### config.mk
export PLATFORM = sky130hd
export DESIGN_NAME = seq_pattern_gen
export DESIGN_NICKNAME = d
export VERILOG_FILES = /design/src/rtl/seq_pkg.sv /design/src/rtl/seq_shift_chan.sv /design/src/rtl/seq_pattern_gen.sv
export SDC_FILE = /design/constraint.sdc
export NUM_CORES = 1
export LEC_CHECK = 0
export BUFFER_PORTS_ARGS = -buffer_cell sky130_fd_sc_hd__buf_2
export CORE_MARGIN = 2
export CORE_UTILIZATION = 40
export DETAILED_ROUTE_END_ITERATION = 7
export SLEW_MARGIN = 15
export SYNTH_ARGS = -nofsm -noshare
export SYNTH_HDL_FRONTEND = slang
export SYNTH_SLANG_ARGS = --single-unit
export TNS_END_PERCENT = 10
### constraint.sdc
create_clock -name clk -period 1.92 [get_ports clk]
set_clock_uncertainty 0.1 [all_clocks]
set_input_delay 0.192 -clock clk [delete_from_list [all_inputs] [get_ports clk]]
set_output_delay 0.192 -clock clk [all_outputs]
set_load 0.05 [all_outputs]
### src/rtl/seq_pkg.sv
// Shared definitions for the x/y/z serial pattern link: FSM states, line
// selection codes and default patterns agreed with the sequence detector.
package seq_pkg;

    typedef enum logic [1:0] {
        ST_IDLE = 2'b00,
        ST_SEND = 2'b01,
        ST_GAP  = 2'b10,
        ST_FIN  = 2'b11
    } state_t;

    typedef enum logic [1:0] {
        SEL_X   = 2'b00,
        SEL_Y   = 2'b01,
        SEL_Z   = 2'b10,
        SEL_ALL = 2'b11
    } sel_t;

    localparam int unsigned PAT_W = 8;

    // Patterns are right-justified in PAT_W bits; the channel left-aligns them.
    localparam logic [PAT_W-1:0] X_PAT_DEF = 8'b0000_1010;
    localparam int unsigned      X_LEN_DEF = 4;
    localparam logic [PAT_W-1:0] Y_PAT_DEF = 8'b0000_0111;
    localparam int unsigned      Y_LEN_DEF = 3;
    localparam logic [PAT_W-1:0] Z_PAT_DEF = 8'b0000_0010;
    localparam int unsigned      Z_LEN_DEF = 2;

    function automatic logic [3:0] max3(input logic [3:0] a, input logic [3:0] b,
                                        input logic [3:0] c);
        logic [3:0] m;
        m = (a > b) ? a : b;
        return (m > c) ? m : c;
    endfunction

endpackage

### src/rtl/seq_shift_chan.sv
// One serial line: loads a pattern MSB-first and shifts it out one bit per
// clock; bits past the pattern length come out as zero.
module seq_shift_chan
    import seq_pkg::*;
(
    input  logic             clk,
    input  logic             reset,
    input  logic             load,
    input  logic             shift_en,
    input  logic [PAT_W-1:0] pattern,
    input  logic [3:0]       length,
    output logic             bit_out
);

    logic [PAT_W-1:0] sr;
    logic [PAT_W-1:0] aligned;

    always_comb begin
        aligned = pattern << (4'd8 - length);
    end

    // The MSB goes straight to the output on load so the first bit appears
    // in the cycle after the request; any idle cycle forces the line low.
    always_ff @(posedge clk) begin
        if (reset) begin
            sr      <= '0;
            bit_out <= 1'b0;
        end else if (load) begin
            bit_out <= aligned[PAT_W-1];
            sr      <= {aligned[PAT_W-2:0], 1'b0};
        end else if (shift_en) begin
            bit_out <= sr[PAT_W-1];
            sr      <= {sr[PAT_W-2:0], 1'b0};
        end else begin
            bit_out <= 1'b0;
        end
    end

endmodule

### src/rtl/seq_pattern_gen.sv
// Serial pattern transmitter for the x/y/z sequence detector: sends the
// selected pattern(s) rep times with a GAP-cycle idle gap between frames.
module seq_pattern_gen
    import seq_pkg::*;
#(
    parameter logic [PAT_W-1:0] X_PAT = X_PAT_DEF,
    parameter int unsigned      X_LEN = X_LEN_DEF,
    parameter logic [PAT_W-1:0] Y_PAT = Y_PAT_DEF,
    parameter int unsigned      Y_LEN = Y_LEN_DEF,
    parameter logic [PAT_W-1:0] Z_PAT = Z_PAT_DEF,
    parameter int unsigned      Z_LEN = Z_LEN_DEF,
    parameter int unsigned      GAP   = 1,
    parameter int unsigned      REP_W = 4
) (
    input  logic             clk,
    input  logic             reset,
    input  logic             start,
    input  logic [1:0]       sel,
    input  logic [REP_W-1:0] rep,
    output logic             x,
    output logic             y,
    output logic             z,
    output logic             busy,
    output logic             done,
    output logic             err
);

    localparam logic [3:0]       X_L     = 4'(X_LEN);
    localparam logic [3:0]       Y_L     = 4'(Y_LEN);
    localparam logic [3:0]       Z_L     = 4'(Z_LEN);
    localparam logic [3:0]       GAP_C   = 4'(GAP);
    localparam logic [REP_W-1:0] REP_ONE = 1;

    state_t           state_q, state_d;
    sel_t             sel_q, sel_d, sel_eff;
    logic [2:0]       idx_q, idx_d;
    logic [2:0]       last_q, last_d;
    logic [REP_W-1:0] rep_q, rep_d;
    logic [3:0]       gap_q, gap_d;
    logic             busy_d, done_d, err_d;
    logic             load, shift_en;
    logic [3:0]       len_in;
    logic [PAT_W-1:0] x_pat, y_pat, z_pat;

    always_comb begin
        case (sel_t'(sel))
            SEL_X:   len_in = X_L;
            SEL_Y:   len_in = Y_L;
            SEL_Z:   len_in = Z_L;
            default: len_in = max3(X_L, Y_L, Z_L);
        endcase
    end

    // A load from IDLE uses the live sel; reloads between repetitions use the latched one.
    always_comb begin
        sel_eff = (state_q == ST_IDLE) ? sel_t'(sel) : sel_q;
        x_pat   = (sel_eff == SEL_X || sel_eff == SEL_ALL) ? X_PAT : '0;
        y_pat   = (sel_eff == SEL_Y || sel_eff == SEL_ALL) ? Y_PAT : '0;
        z_pat   = (sel_eff == SEL_Z || sel_eff == SEL_ALL) ? Z_PAT : '0;
    end

    always_comb begin
        state_d  = state_q;
        sel_d    = sel_q;
        idx_d    = idx_q;
        last_d   = last_q;
        rep_d    = rep_q;
        gap_d    = gap_q;
        busy_d   = 1'b0;
        done_d   = 1'b0;
        err_d    = 1'b0;
        load     = 1'b0;
        shift_en = 1'b0;
        case (state_q)
            ST_IDLE: begin
                if (start) begin
                    if (rep == '0) begin
                        err_d = 1'b1;
                    end else begin
                        sel_d   = sel_t'(sel);
                        rep_d   = rep;
                        last_d  = 3'(len_in - 4'd1);
                        idx_d   = 3'(len_in - 4'd1);
                        load    = 1'b1;
                        busy_d  = 1'b1;
                        state_d = ST_SEND;
                    end
                end
            end
            ST_SEND: begin
                busy_d = 1'b1;
                if (idx_q != 3'd0) begin
                    idx_d    = idx_q - 3'd1;
                    shift_en = 1'b1;
                end else begin
                    rep_d = rep_q - REP_ONE;
                    if (rep_q != REP_ONE) begin
                        if (GAP_C != 4'd0) begin
                            gap_d   = GAP_C - 4'd1;
                            state_d = ST_GAP;
                        end else begin
                            load  = 1'b1;
                            idx_d = last_q;
                        end
                    end else begin
                        busy_d  = 1'b0;
                        done_d  = 1'b1;
                        state_d = ST_FIN;
                    end
                end
            end
            ST_GAP: begin
                busy_d = 1'b1;
                if (gap_q == 4'd0) begin
                    load    = 1'b1;
                    idx_d   = last_q;
                    state_d = ST_SEND;
                end else begin
                    gap_d = gap_q - 4'd1;
                end
            end
            default: begin
                state_d = ST_IDLE;
            end
        endcase
    end

    always_ff @(posedge clk) begin
        if (reset) begin
            state_q <= ST_IDLE;
            sel_q   <= SEL_X;
            idx_q   <= '0;
            last_q  <= '0;
            rep_q   <= '0;
            gap_q   <= '0;
            busy    <= 1'b0;
            done    <= 1'b0;
            err     <= 1'b0;
        end else begin
            state_q <= state_d;
            sel_q   <= sel_d;
            idx_q   <= idx_d;
            last_q  <= last_d;
            rep_q   <= rep_d;
            gap_q   <= gap_d;
            busy    <= busy_d;
            done    <= done_d;
            err     <= err_d;
        end
    end

    seq_shift_chan u_x (
        .clk(clk), .reset(reset), .load(load), .shift_en(shift_en),
        .pattern(x_pat), .length(X_L), .bit_out(x)
    );

    seq_shift_chan u_y (
        .clk(clk), .reset(reset), .load(load), .shift_en(shift_en),
        .pattern(y_pat), .length(Y_L), .bit_out(y)
    );

    seq_shift_chan u_z (
        .clk(clk), .reset(reset), .load(load), .shift_en(shift_en),
        .pattern(z_pat), .length(Z_L), .bit_out(z)
    );

endmodule

# After elaboration in Yosys (flattened, before gate mapping)

Index checks and enable logic that the tools add are counted.

Output and inout bits: 6
Bits of input ports: 9
Bits in registers: 30
Word-level logic and storage cells: 104

$add $sub $neg: 4
Reductions and logical operators: 19
Muxes and demuxes: 47
Eq/ne operators: 15
Bitwise logic cells: 4

Operators by type and width:

| operator            | count |
|---|---|
| $mux 8              | 6 |
| $mux 4              | 7 |
| $mux 1              | 16 |
| $pmux 4 s2          | 2 |
| $mux 3              | 5 |
| $ne 2x2->1 const B  | 7 |
| $mux 2              | 6 |
| $reduce_and 4->1    | 3 |
| $pmux 3 s3          | 1 |
| $eq 2x2->1 const B  | 4 |
| $logic_not 4->1     | 2 |
| $sub 4x1->4 const B | 2 |
| $eq 2x1->1 const B  | 3 |
| $pmux 2 s3          | 1 |
| $pmux 3 s2          | 1 |
| $reduce_bool 2->1   | 3 |
| $reduce_bool 3->1   | 2 |
| $reduce_or 3->1     | 2 |
| $sub 3x1->3 const B | 2 |
| $reduce_and 5->1    | 1 |
| $logic_not 2->1     | 2 |
| $ne 4x1->1 const B  | 1 |
| $not 1->1           | 4 |
| $logic_or 1x1->1    | 3 |
| other kinds (3)     | 3 |

# Depth between registers and ports, before layout

Gate-level depths: netlist (run 1).

Depth after elaboration: 6
Gate-level depth with buffers: 7
Mapped depth without buffers: 7

# Hierarchy

From an unflattened synthesis (run 1), not the netlist that was laid out.

Cells, all modules: 397
Area, all modules: 3433.3 µm²

By module, submodules not included:

| module          | times used | cells each | area each (µm²) | sequential area each (µm²) |
|---|---|---|---|---|
| seq_shift_chan  | 3          | 81         | 706.9           | 160.2 |
| seq_pattern_gen | 1          | 154        | 1312.5          | 420.4 |

# Least setup slack after synthesis (run 1)

OpenSTA, ideal clock, no wires.

Path type: register -> register
Start point: register gap_q[0]
End point: register idx_q[2]
Arrival: 1911 ps
Setup slack: -162 ps
Required time: 1750 ps
Library setup time: 70 ps
Clock period less this slack: 2082 ps
Buffers on the path: 0
Stages on the path, launching flop included: 7
Cells stage by stage: dfxtp_1 inv_1 ha_1 or3b_1 a221o_1 or4_1 a21oi_1

Longest elaborated chain between the ends: 3

RTL lines:

| what                              | line                   | text |
|---|---|---|
| from (decl)                       | seq_pattern_gen.sv:39  | `logic [3:0] gap_q, gap_d;` |
| from (signal assigned)            | seq_pattern_gen.sv:145 | `gap_q <= gap_d;` |
| $logic_not 4->1                   | seq_pattern_gen.sv:114 | `if (gap_q == 4'd0) begin` |
| $ne 2x2->1 (no source line)       | --                     |  |
| $reduce_and 5->1 (no source line) | --                     |  |
| to (signal assigned)              | seq_pattern_gen.sv:142 | `idx_q <= idx_d;` |
| to (decl)                         | seq_pattern_gen.sv:36  | `logic [2:0] idx_q, idx_d;` |

No other way between the ends.
A chain may end at the register's enable or synchronous reset.

# Final worst setup path (run 1)

Start point: register gap_q[1]
End point: register idx_q[2]

The elaborated chain is that of the path after synthesis.

==> out/results.tsv, run 1 <==
stage	metric	value	unit
power_and_ir_drop	power_leakage	0.840	nW
placed_design	dpl.hpwl	2630	um
cts	cts.sinks	28	
worst_hold_path	hold_depth	3	
cells_and_area	drive_gt1_frac	0.332	
synthesis	ys_top_cells_by_area	dfxtp_1 37%, ha_1 11%, a21oi_1 4.6%	
placed_design	placed_area	1860	um^2
synthesis	synth_fa_ha_area_frac	0.106	
cells_and_area	final_nets	237	
synthesis	ys_ff_latch	28	
cells_and_area	area_delta_synth_final	29.8	%
placed_design	place.gp.congestion	0.826	
timing	relSlewSlack	0.738	
detailed_routing	drtIter0Drc	54	
placed_design	numPortBuffers	14	
timing	slew_violations	0	
die	die-height	65.9	um
detailed_routing	route.detailed.drc	0	
cells_and_area	fin_cells	262	
timing	finalSetupTns	-0.362	ns
synthesis	synth_xor_area_frac	0.0172	
cts	path_clk_slew	0.10	ns
cts	ctsRootBufferMaster	clkbuf_8	
critical_path	crit_cells	6	
placed_design	preCtsSetupSlack	-0.177	ns
synthesis	postSynthAreaPerCell	8.74	um^2
detailed_routing	ant_nets	0	
die	rows	22	
cells_and_area	seq_area	566	um^2
cells_and_area	multi_input_area	946	um^2
critical_path	critPathCaptureType	register	
global_route	grt_overflow_total	0	
critical_path	worstSetupStartpointType	register	
cts	clk-insertion-delay-late	0.27	ns
global_route	grt_use_total	0.175	
synthesis	ys.warnings.count	0	
cells_and_area	fill_cells	347	
timing	min_period_over_period	1.11	
cells_and_area	finalInstanceArea	1990	um^2
cells_and_area	n_antenna_cell	0	
critical_path	worst-path-buf-inv	1	
worst_hold_path	worstHoldPathType	input pin to register	
die	die_w	65.9	um
critical_path	worstPathRequired	2.03	ns
timing	grt_setup_unrepaired	yes	
detailed_routing	routed_wl	3430	um
detailed_routing	vias	1398	
critical_path	path_class	register to register	
critical_path	worst_ep_arrival_time	2.24	ns
detailed_routing	dr.pass1.iters	4	
timing	hold_violations	0	
die	pin_count	15	
synthesis	yosysTopAreaCell	dfxtp_1	
synthesis	synth_compound_area_frac	0.175	
synthesis	synth-simple-area-share	0.200	
cts	post_cts_buffers	0	
run	cap_violations	0	
synthesis	synth_seq_area_share	0.366	
synthesis	syn_nets	197	
timing	fmax	469	MHz
detailed_routing	viasPerCell	5.34	
timing	hold_ws	0.0871	ns
die	die_area	4340	um^2
critical_path	crit_slowest_cell	or4_1	
die	start_util	0.418	
cts	h-tree-depth	1	
detailed_routing	routedWlPerCell	13.1	um
cells_and_area	final_core_util	0.543	
critical_path	slowest_delay	0.52	ns
synthesis	synth_top_family_by_area	simple AND/OR/NAND/NOR gates	
placed_design	dpl.cell_count	258	
synthesis	yosysTopAreaCellShare	0.366	
die	coreArea	3660	um^2
synthesis	syn-instance-count	175	
critical_path	crit_family	simple AND/OR/NAND/NOR gates	
timing	setup_violations	3	
timing	tightest_slew	0.393	ns
global_route	grt_pass1_vias	1328	
power_and_ir_drop	vdd_drop_max	0.000662	V
cts	ctsLongestPathBuffers	2	
timing	period_minus_slack	2.13	ns
cts	cts_tree	done	
global_route	grt_max_degree	23	
synthesis	synthesis.area	1530	um^2
synthesis	yosysUniqueCellTypes	38	
outcome	violations	setup timing	
critical_path	rr_worst_depth	6	
cts	cts_made_buffers	3	
critical_path	crit_fanout	5	
global_route	antenna_found_initial	0	
synthesis	synth_mux_area_frac	0.0760	
outcome	outcome	finished with violations	
timing	finalWorstSetupSlack	-0.211	ns
global_route	grt_pass1_wl	5980	um
critical_path	worstPathCellList	inv_2 > ha_4 > or3b_4 > a221o_1 > or4_1 > a21oi_1	
power_and_ir_drop	power	3.33	mW
power_and_ir_drop	power.density	1670	nW/um^2
==> state kept, by name (all words and copies together), names as in the netlist <==
signal	flops
u_y.sr	2
busy	1
done	1
sel_q	2
gap_q	4
err	1
last_q	3
u_x.bit_out	1
state_q	2
u_x.sr	2
u_y.bit_out	1
rep_q	4
u_z.bit_out	1
idx_q	3
==> cells by family after synthesis <==
| logic type | count (synthesis) |
|---|---|
| DFF | 28 |
| buffers and inverters | 24 |
| muxes | 11 |
| AOI/OAI and AO/OA | 41 |
| xor gates and xnor gates | 3 |
| adders and majority gates | 13 |
| and+or+nand+nor | 55 |
==> layout by cell type, fill, tap and decap left out, types with 2 or more instances in the layout <==
cell,Yosys,final
inv_2,0,2
dfxtp_2,0,4
xor2_1,3,3
nor3b_1,4,4
nor2_1,16,16
ha_4,0,2
inv_1,17,15
nor3_1,5,5
a211oi_1,6,5
nand3_1,6,6
nor2b_1,4,3
nand2_1,6,6
nand4_1,3,3
buf_4,0,28
buf_2,0,14
a21oi_1,14,14
o21ai_0,8,6
mux2_2,5,4
a221oi_1,4,4
dfxtp_1,28,24
ha_1,13,8
ha_2,0,3
nand2b_1,2,2
mux2i_1,6,6
clkbuf_8,0,3
==> area by class of cell <==
type | instances | share of cell area
clock buffers | 3 | 0.0208
clock inverters | 1 | 0.0151
inverters | 17 | 0.0321
multi-input cells | 123 | 0.476
flip-flops and latches | 28 | 0.285
well taps | 48 | 0.0302
repair buffers | 42 | 0.141
==> cells in the mapped netlist <==
| cell type | number |
|---|---|
| dfxtp_1 | 28 |
| inv_1 | 17 |
| nor2_1 | 16 |
| a21oi_1 | 14 |
| ha_1 | 13 |
| o21ai_0 | 8 |
| a211oi_1 | 6 |
| clkbuf_1 | 6 |
| mux2i_1 | 6 |
| nand2_1 | 6 |
| nand3_1 | 6 |
| mux2_2 | 5 |
| nor3_1 | 5 |
| a221oi_1 | 4 |
| nor2b_1 | 4 |
| nor3b_1 | 4 |
| nand4_1 | 3 |
| xor2_1 | 3 |
| nand2b_1 | 2 |
| a2111o_1 | 1 |
| a21boi_0 | 1 |
| a221o_1 | 1 |
| a32oi_1 | 1 |
| a41o_1 | 1 |
| and3_1 | 1 |
| clkbuf_2 | 1 |
| nand3b_1 | 1 |
| nand4b_1 | 1 |
| nand4bb_1 | 1 |
| nor4_2 | 1 |
| o21a_1 | 1 |
| o22ai_1 | 1 |
| o311ai_0 | 1 |
| o31ai_1 | 1 |
| or3_1 | 1 |
| or3b_1 | 1 |
| or4_1 | 1 |
| or4bb_2 | 1 |
==> path summary, 6_finish.rpt <==
check	from	end	slack [ns]
worst max-delay path	gap_q[1]	idx_q[2]	-0.21
worst min-delay path	sel[1]	sel_q[1]	0.09
worst max register to register	gap_q[1]	idx_q[2]	-0.21
worst min register to register	u_y.sr[7]	u_y.bit_out	0.37
==> worst min-delay path, delay by kind of cell <==
kind                   cells  cell delay, ns
buffers and inverters      1            0.12
AND/OR/NAND/NOR            1            0.06
AO/OA/AOI/OAI              1            0.05
==> power breakdown <==
group,total (mW),internal (mW),switching (mW)
Sequential,0.846,0.755,0.0911
Combinational,2.02,0.984,1.03
Clock,0.463,0.279,0.184
Total,3.33,2.02,1.31
==> what timing repair did <==
item | 4_1_cts | 5_1_grt
setup endpoints to repair | 13 | 12
resized for setup | 8 | 9
pin swaps | 1 | 1
hold buffers | 0 | 0
==> per-layer routing <==
| metal | global-route usage | vias to the layer above | wire (um) |
|---|---|---|---|
| li1 | - | 702 | - |
| met1 | 0.231 | 678 | 1600 |
| met2 | 0.295 | 14 | 1720 |
| met3 | 0.0187 | 4 | 65 |
| met4 | 0.0625 | 0 | 46 |
| met5 | 0 | - | 0 |
Power figures use the tool's default switching activity.
==> run 2, diff against run 1 <==
- CORE_MARGIN: 2 -> 3
==> out/results.tsv, run 2 (synthesis results as in run 1) <==
stage	metric	value	unit
cells_and_area	layout_common_cells	25 x dfxtp_1, 24 x buf_4, 15 x inv_1	
global_route	grt_max_degree	18	
global_route	grt_pass1_vias	1385	
placed_design	numPortBuffers	14	
power_and_ir_drop	combPwrFrac	0.617	
placed_design	dpl.hpwl	2700	um
cells_and_area	finalInstanceArea	1990	um^2
cells_and_area	final_core_util	0.570	
detailed_routing	route.detailed.drc	0	
detailed_routing	dr.pass1.iters	4	
detailed_routing	vias	1401	
cts	h-tree-depth	1	
timing	grt_setup_unrepaired	yes	
die	coreArea	3490	um^2
power_and_ir_drop	p_sw	1.40	mW
die	die_area	4600	um^2
die	die_w	67.9	um
cts	cts_made_buffers	3	
timing	setup_violations	3	
die	die-height	67.9	um
critical_path	path_class	register to register	
critical_path	slowest_delay	0.52	ns
global_route	grt_overflow_total	0	
cts	cts.sinks	28	
timing	tightest_slew	0.472	ns
critical_path	critPathCaptureType	register	
die	rows	21	
detailed_routing	drtIter0Drc	61	
timing	min_period_over_period	1.08	
cells_and_area	largest_registers	gap_q x4, rep_q x4	
power_and_ir_drop	power	3.46	mW
critical_path	crit_fanout	3	
outcome	violations	setup timing	
detailed_routing	ant_nets	0	
critical_path	worstPathRequired	2.04	ns
cts	clk-insertion-delay-late	0.28	ns
run	cap_violations	0	
detailed_routing	routedWlPerCell	14.3	um
detailed_routing	viasPerCell	5.43	
critical_path	worst-path-buf-inv	1	
cts	cts_tree	done	
timing	finalWorstSetupSlack	-0.147	ns
timing	finalSetupTns	-0.341	ns
detailed_routing	routed_wl	3700	um
cells_and_area	final_common_cell	dfxtp_1	
timing	period_minus_slack	2.07	ns
critical_path	startpoint	gap_q[1]	
global_route	grt_use_total	0.176	
placed_design	placed_area	1850	um^2
power_and_ir_drop	p_int	2.06	mW
timing	relSlewSlack	0.682	
timing	fmax	484	MHz
power_and_ir_drop	vdd_drop_max	0.000769	V
critical_path	r2r_start	gap_q[1]	
power_and_ir_drop	clkPwrFrac	0.136	
critical_path	worstSetupStartpointType	register	
die	start_util	0.438	
timing	hold_violations	0	
cells_and_area	n_antenna_cell	0	
cells_and_area	drive_gt1_frac	0.335	
power_and_ir_drop	power_leakage	0.841	nW
critical_path	worstPathCellList	inv_2 > ha_4 > or3b_4 > a221o_1 > or4_4 > a21oi_2	
cells_and_area	final_nets	235	
global_route	antenna_found_initial	0	
critical_path	crit_family	simple AND/OR/NAND/NOR gates	
cts	path_clk_slew	0.10	ns
power_and_ir_drop	swShare	0.405	
placed_design	place.gp.congestion	0.884	
power_and_ir_drop	power.density	1740	nW/um^2
cts	ctsRootBufferMaster	clkbuf_8	
critical_path	crit_slowest_cell	or4_4	
power_and_ir_drop	seqPwrFrac	0.247	
timing	slew_violations	0	
cells_and_area	area_delta_synth_final	30.2	%
outcome	outcome	finished with violations	
worst_hold_path	min_from	sel[0]	
global_route	grt_pass1_wl	6260	um
die	pin_count	15	
worst_hold_path	worstHoldPathType	input pin to register	
cts	ctsLongestPathBuffers	2	
critical_path	worst_ep_arrival_time	2.19	ns
==> run 2: power groups by stage <==
stage	registers [mW]	logic [mW]	clock network [mW]
2_1_floorplan	0.938	1.12	0
3_5_place_dp	0.860	1.88	0
3_3_place_gp	0.856	1.83	0
6_report	0.854	2.13	0.472
5_1_grt	0.874	2.33	0.498
4_1_cts	0.849	1.95	0.477
==> run 2: metal layers <==
layer,part of all wire,track usage,routed length [um],up-vias
li1,-,-,-,698
met1,0.45,0.232,1650,670
met2,0.51,0.290,1870,28
met3,0.035,0.0279,128,5
met4,0.012,0.0670,43,0
met5,0,0,0,-
==> run 2: worst paths after layout <==
| path | endpoint | slack [ns] | cells after the start |
|---|---|---|---|
| worst min register to register | u_y.sr[6] | 0.37 | 2 |
| worst max register to register | idx_q[2] | -0.15 | 6 |
| worst max-delay path | idx_q[2] | -0.15 | 6 |
| worst min-delay path | sel_q[0] | 0.08 | 3 |
==> run 2: cell type report <==
type | count | area, um^2
Clock buffer | 3 | 41.3
Clock inverter | 1 | 30.0
Fill cell | 310 | 1500
Inverter | 17 | 63.8
Multi-Input combinational cell | 123 | 953
Sequential cell | 28 | 564
Tap cell | 46 | 57.6
Timing Repair Buffer | 40 | 282
==> run 2: through the flow <==
step                      instances  hold slack [ns]  setup slack [ns]
final                           258           0.0812            -0.147
after global routing            258           0.0903            -0.235
after CTS                       258           0.0836            -0.168
after detailed placement        253            0.361            -0.132
after global placement          253            0.357            -0.100
after floorplan                 175            0.228            -0.101
==> run 2: repair_timing <==
item                       in CTS  in global routing
setup endpoints to repair      10                 17
pin swaps                       2                  3
resized for setup               5                 16
setup buffers                   1                  0
hold buffers                    0                  0
==> run 2: worst reg2reg max path, stage by stage (launching register included) <==
cell,delay [ns]
dfxtp_2,0.33
inv_2,0.07
ha_4,0.12
or3b_4,0.37
a221o_1,0.37
or4_4,0.52
a21oi_2,0.12
==> run 3, diff against run 2 <==
- SETUP_SLACK_MARGIN: unset -> 0.15
==> out/results.tsv, run 3 (synthesis results as in run 1) <==
stage	metric	value	unit
cells_and_area	final_common_cell	dfxtp_1	
cts	path_clk_slew	0.10	ns
detailed_routing	routed_wl	3710	um
placed_design	numPortBuffers	14	
timing	finalSetupTns	-0.356	ns
global_route	grt_pass1_wl	6270	um
cts	clk-insertion-delay-late	0.28	ns
run	cap_violations	0	
cells_and_area	drive_gt1_frac	0.340	
global_route	grt_max_degree	18	
timing	fmax	483	MHz
critical_path	worst_ep_arrival_time	2.19	ns
critical_path	slowest_delay	0.52	ns
critical_path	crit_slowest_cell	or4_4	
detailed_routing	dr.pass1.iters	4	
timing	setup_violations	3	
outcome	outcome	finished with violations	
detailed_routing	vias	1400	
critical_path	r2r_start	gap_q[1]	
die	die_area	4600	um^2
power_and_ir_drop	swShare	0.404	
global_route	grt_use_total	0.176	
timing	tightest_slew	0.462	ns
detailed_routing	ant_nets	0	
global_route	grt_overflow_total	0	
cts	h-tree-depth	1	
power_and_ir_drop	p_sw	1.41	mW
power_and_ir_drop	power.density	1740	nW/um^2
cts	cts_made_buffers	3	
critical_path	worstSetupStartpointType	register	
cells_and_area	final_core_util	0.573	
cells_and_area	n_antenna_cell	0	
timing	min_period_over_period	1.08	
placed_design	dpl.hpwl	2700	um
cells_and_area	largest_registers	gap_q x4, rep_q x4	
power_and_ir_drop	p_int	2.08	mW
critical_path	worstPathRequired	2.04	ns
placed_design	place.gp.congestion	0.884	
power_and_ir_drop	vdd_drop_max	0.000771	V
detailed_routing	route.detailed.drc	0	
worst_hold_path	worstHoldPathType	input pin to register	
timing	slew_violations	0	
power_and_ir_drop	clkPwrFrac	0.135	
detailed_routing	routedWlPerCell	14.4	um
critical_path	crit_fanout	3	
worst_hold_path	hold_end	sel_q[0]	
timing	grt_setup_unrepaired	yes	
die	rows	21	
outcome	violations	setup timing	
detailed_routing	drtIter0Drc	46	
worst_hold_path	min_from	sel[0]	
power_and_ir_drop	power_leakage	0.844	nW
cts	ctsRootBufferMaster	clkbuf_8	
timing	relSlewSlack	0.689	
detailed_routing	viasPerCell	5.43	
worst_hold_path	hold_depth	3	
die	coreArea	3490	um^2
die	start_util	0.438	
cts	ctsLongestPathBuffers	2	
critical_path	rr_worst_depth	6	
power_and_ir_drop	combPwrFrac	0.621	
critical_path	crit_family	simple AND/OR/NAND/NOR gates	
critical_path	worstPathCellList	inv_2 > ha_4 > or3b_4 > a221o_1 > or4_4 > a21oi_2	
global_route	antenna_found_initial	0	
critical_path	critPathCaptureType	register	
die	die-height	67.9	um
global_route	grt_pass1_vias	1386	
critical_path	reg2reg_to	idx_q[2]	
cts	ctsHoldBuffers	0	
timing	finalWorstSetupSlack	-0.152	ns
critical_path	reg2reg_slack	-0.15	ns
cells_and_area	layout_common_cells	25 x dfxtp_1, 24 x buf_4, 15 x inv_1	
timing	hold_violations	0	
cts	cts_tree	done	
timing	period_minus_slack	2.07	ns
cells_and_area	area_delta_synth_final	30.9	%
die	die_w	67.9	um
critical_path	path_class	register to register	
critical_path	worst-path-buf-inv	1	
cts	cts.sinks	28	
die	pin_count	15	
power_and_ir_drop	seqPwrFrac	0.244	
cells_and_area	final_nets	235	
## run 3: changes by cell type in the layout (fill, tap and decap cells not counted)
| cell | change |
|---|---|
| ha_2 | -1 |
| o21a_1 | -1 |
| o21a_2 | +1 |
| ha_4 | +1 |
## run 3: area by class of cell
type                            count  area [um^2]
Tap cell                           46         57.6
Clock inverter                      1         30.0
Fill cell                         308         1490
Timing Repair Buffer               40          282
Multi-Input combinational cell    123          965
Sequential cell                    28          564
Clock buffer                        3         41.3
Inverter                           17         63.8
## run 3: power by group through the flow
stage	Combinational (mW)	Clock, mW	Sequential (mW)
2_1_floorplan	1.12	0	0.938
3_3_place_gp	1.83	0	0.856
3_5_place_dp	1.88	0	0.860
4_1_cts	1.95	0.477	0.849
5_1_grt	2.36	0.498	0.874
6_report	2.17	0.470	0.852
## run 3: what timing repair did
action | 4_1_cts | 5_1_grt
setup buffers | 1 | 0
gates resized for setup | 5 | 18
pin swaps | 2 | 3
setup endpoints to repair | 26 | 25
## run 3: worst register-to-register path: cells and delay by family, from the launching register on
family	cells	cell delay, ns
simple gates	2	0.89
flops	1	0.33
fa+ha+maj	1	0.12
buf+inv	1	0.07
compound gates	2	0.49
## run 3: routing by layer
| layer | up-vias | routed length (um) | GRT usage |
|---|---|---|---|
| met2 | 28 | 1880 | 0.290 |
| met5 | - | 0 | 0 |
| met1 | 668 | 1660 | 0.232 |
| met4 | 0 | 44 | 0.0670 |
| li1 | 698 | - | - |
| met3 | 6 | 126 | 0.0279 |
## run 3: how the worst max path moves through the flow
stage                     startpoint        to  slack, ns  cells after the start
after CTS                   gap_q[1]  idx_q[2]      -0.17                      6
final                       gap_q[1]  idx_q[2]      -0.15                      6
after global placement      gap_q[1]  idx_q[0]      -0.10                      7
after global routing        gap_q[1]  idx_q[2]      -0.24                      6
after floorplan             gap_q[1]  idx_q[2]      -0.10                      6
after detailed placement    gap_q[1]  idx_q[0]      -0.13                      7
## run 3: metrics by stage
stage / power, mW / setup WS (ns) / std cells / instance area [um^2] / hold WS [ns]
floorplan: 2.06 / -0.101 / 175 / 1550 / 0.228
global placement: 2.69 / -0.100 / 253 / 1850 / 0.357
detailed placement: 2.74 / -0.132 / 253 / 1850 / 0.361
CTS: 3.28 / -0.168 / 258 / 1940 / 0.0836
global route: 3.74 / -0.235 / 258 / 2000 / 0.0903
finish: 3.49 / -0.152 / 258 / 2000 / 0.0828
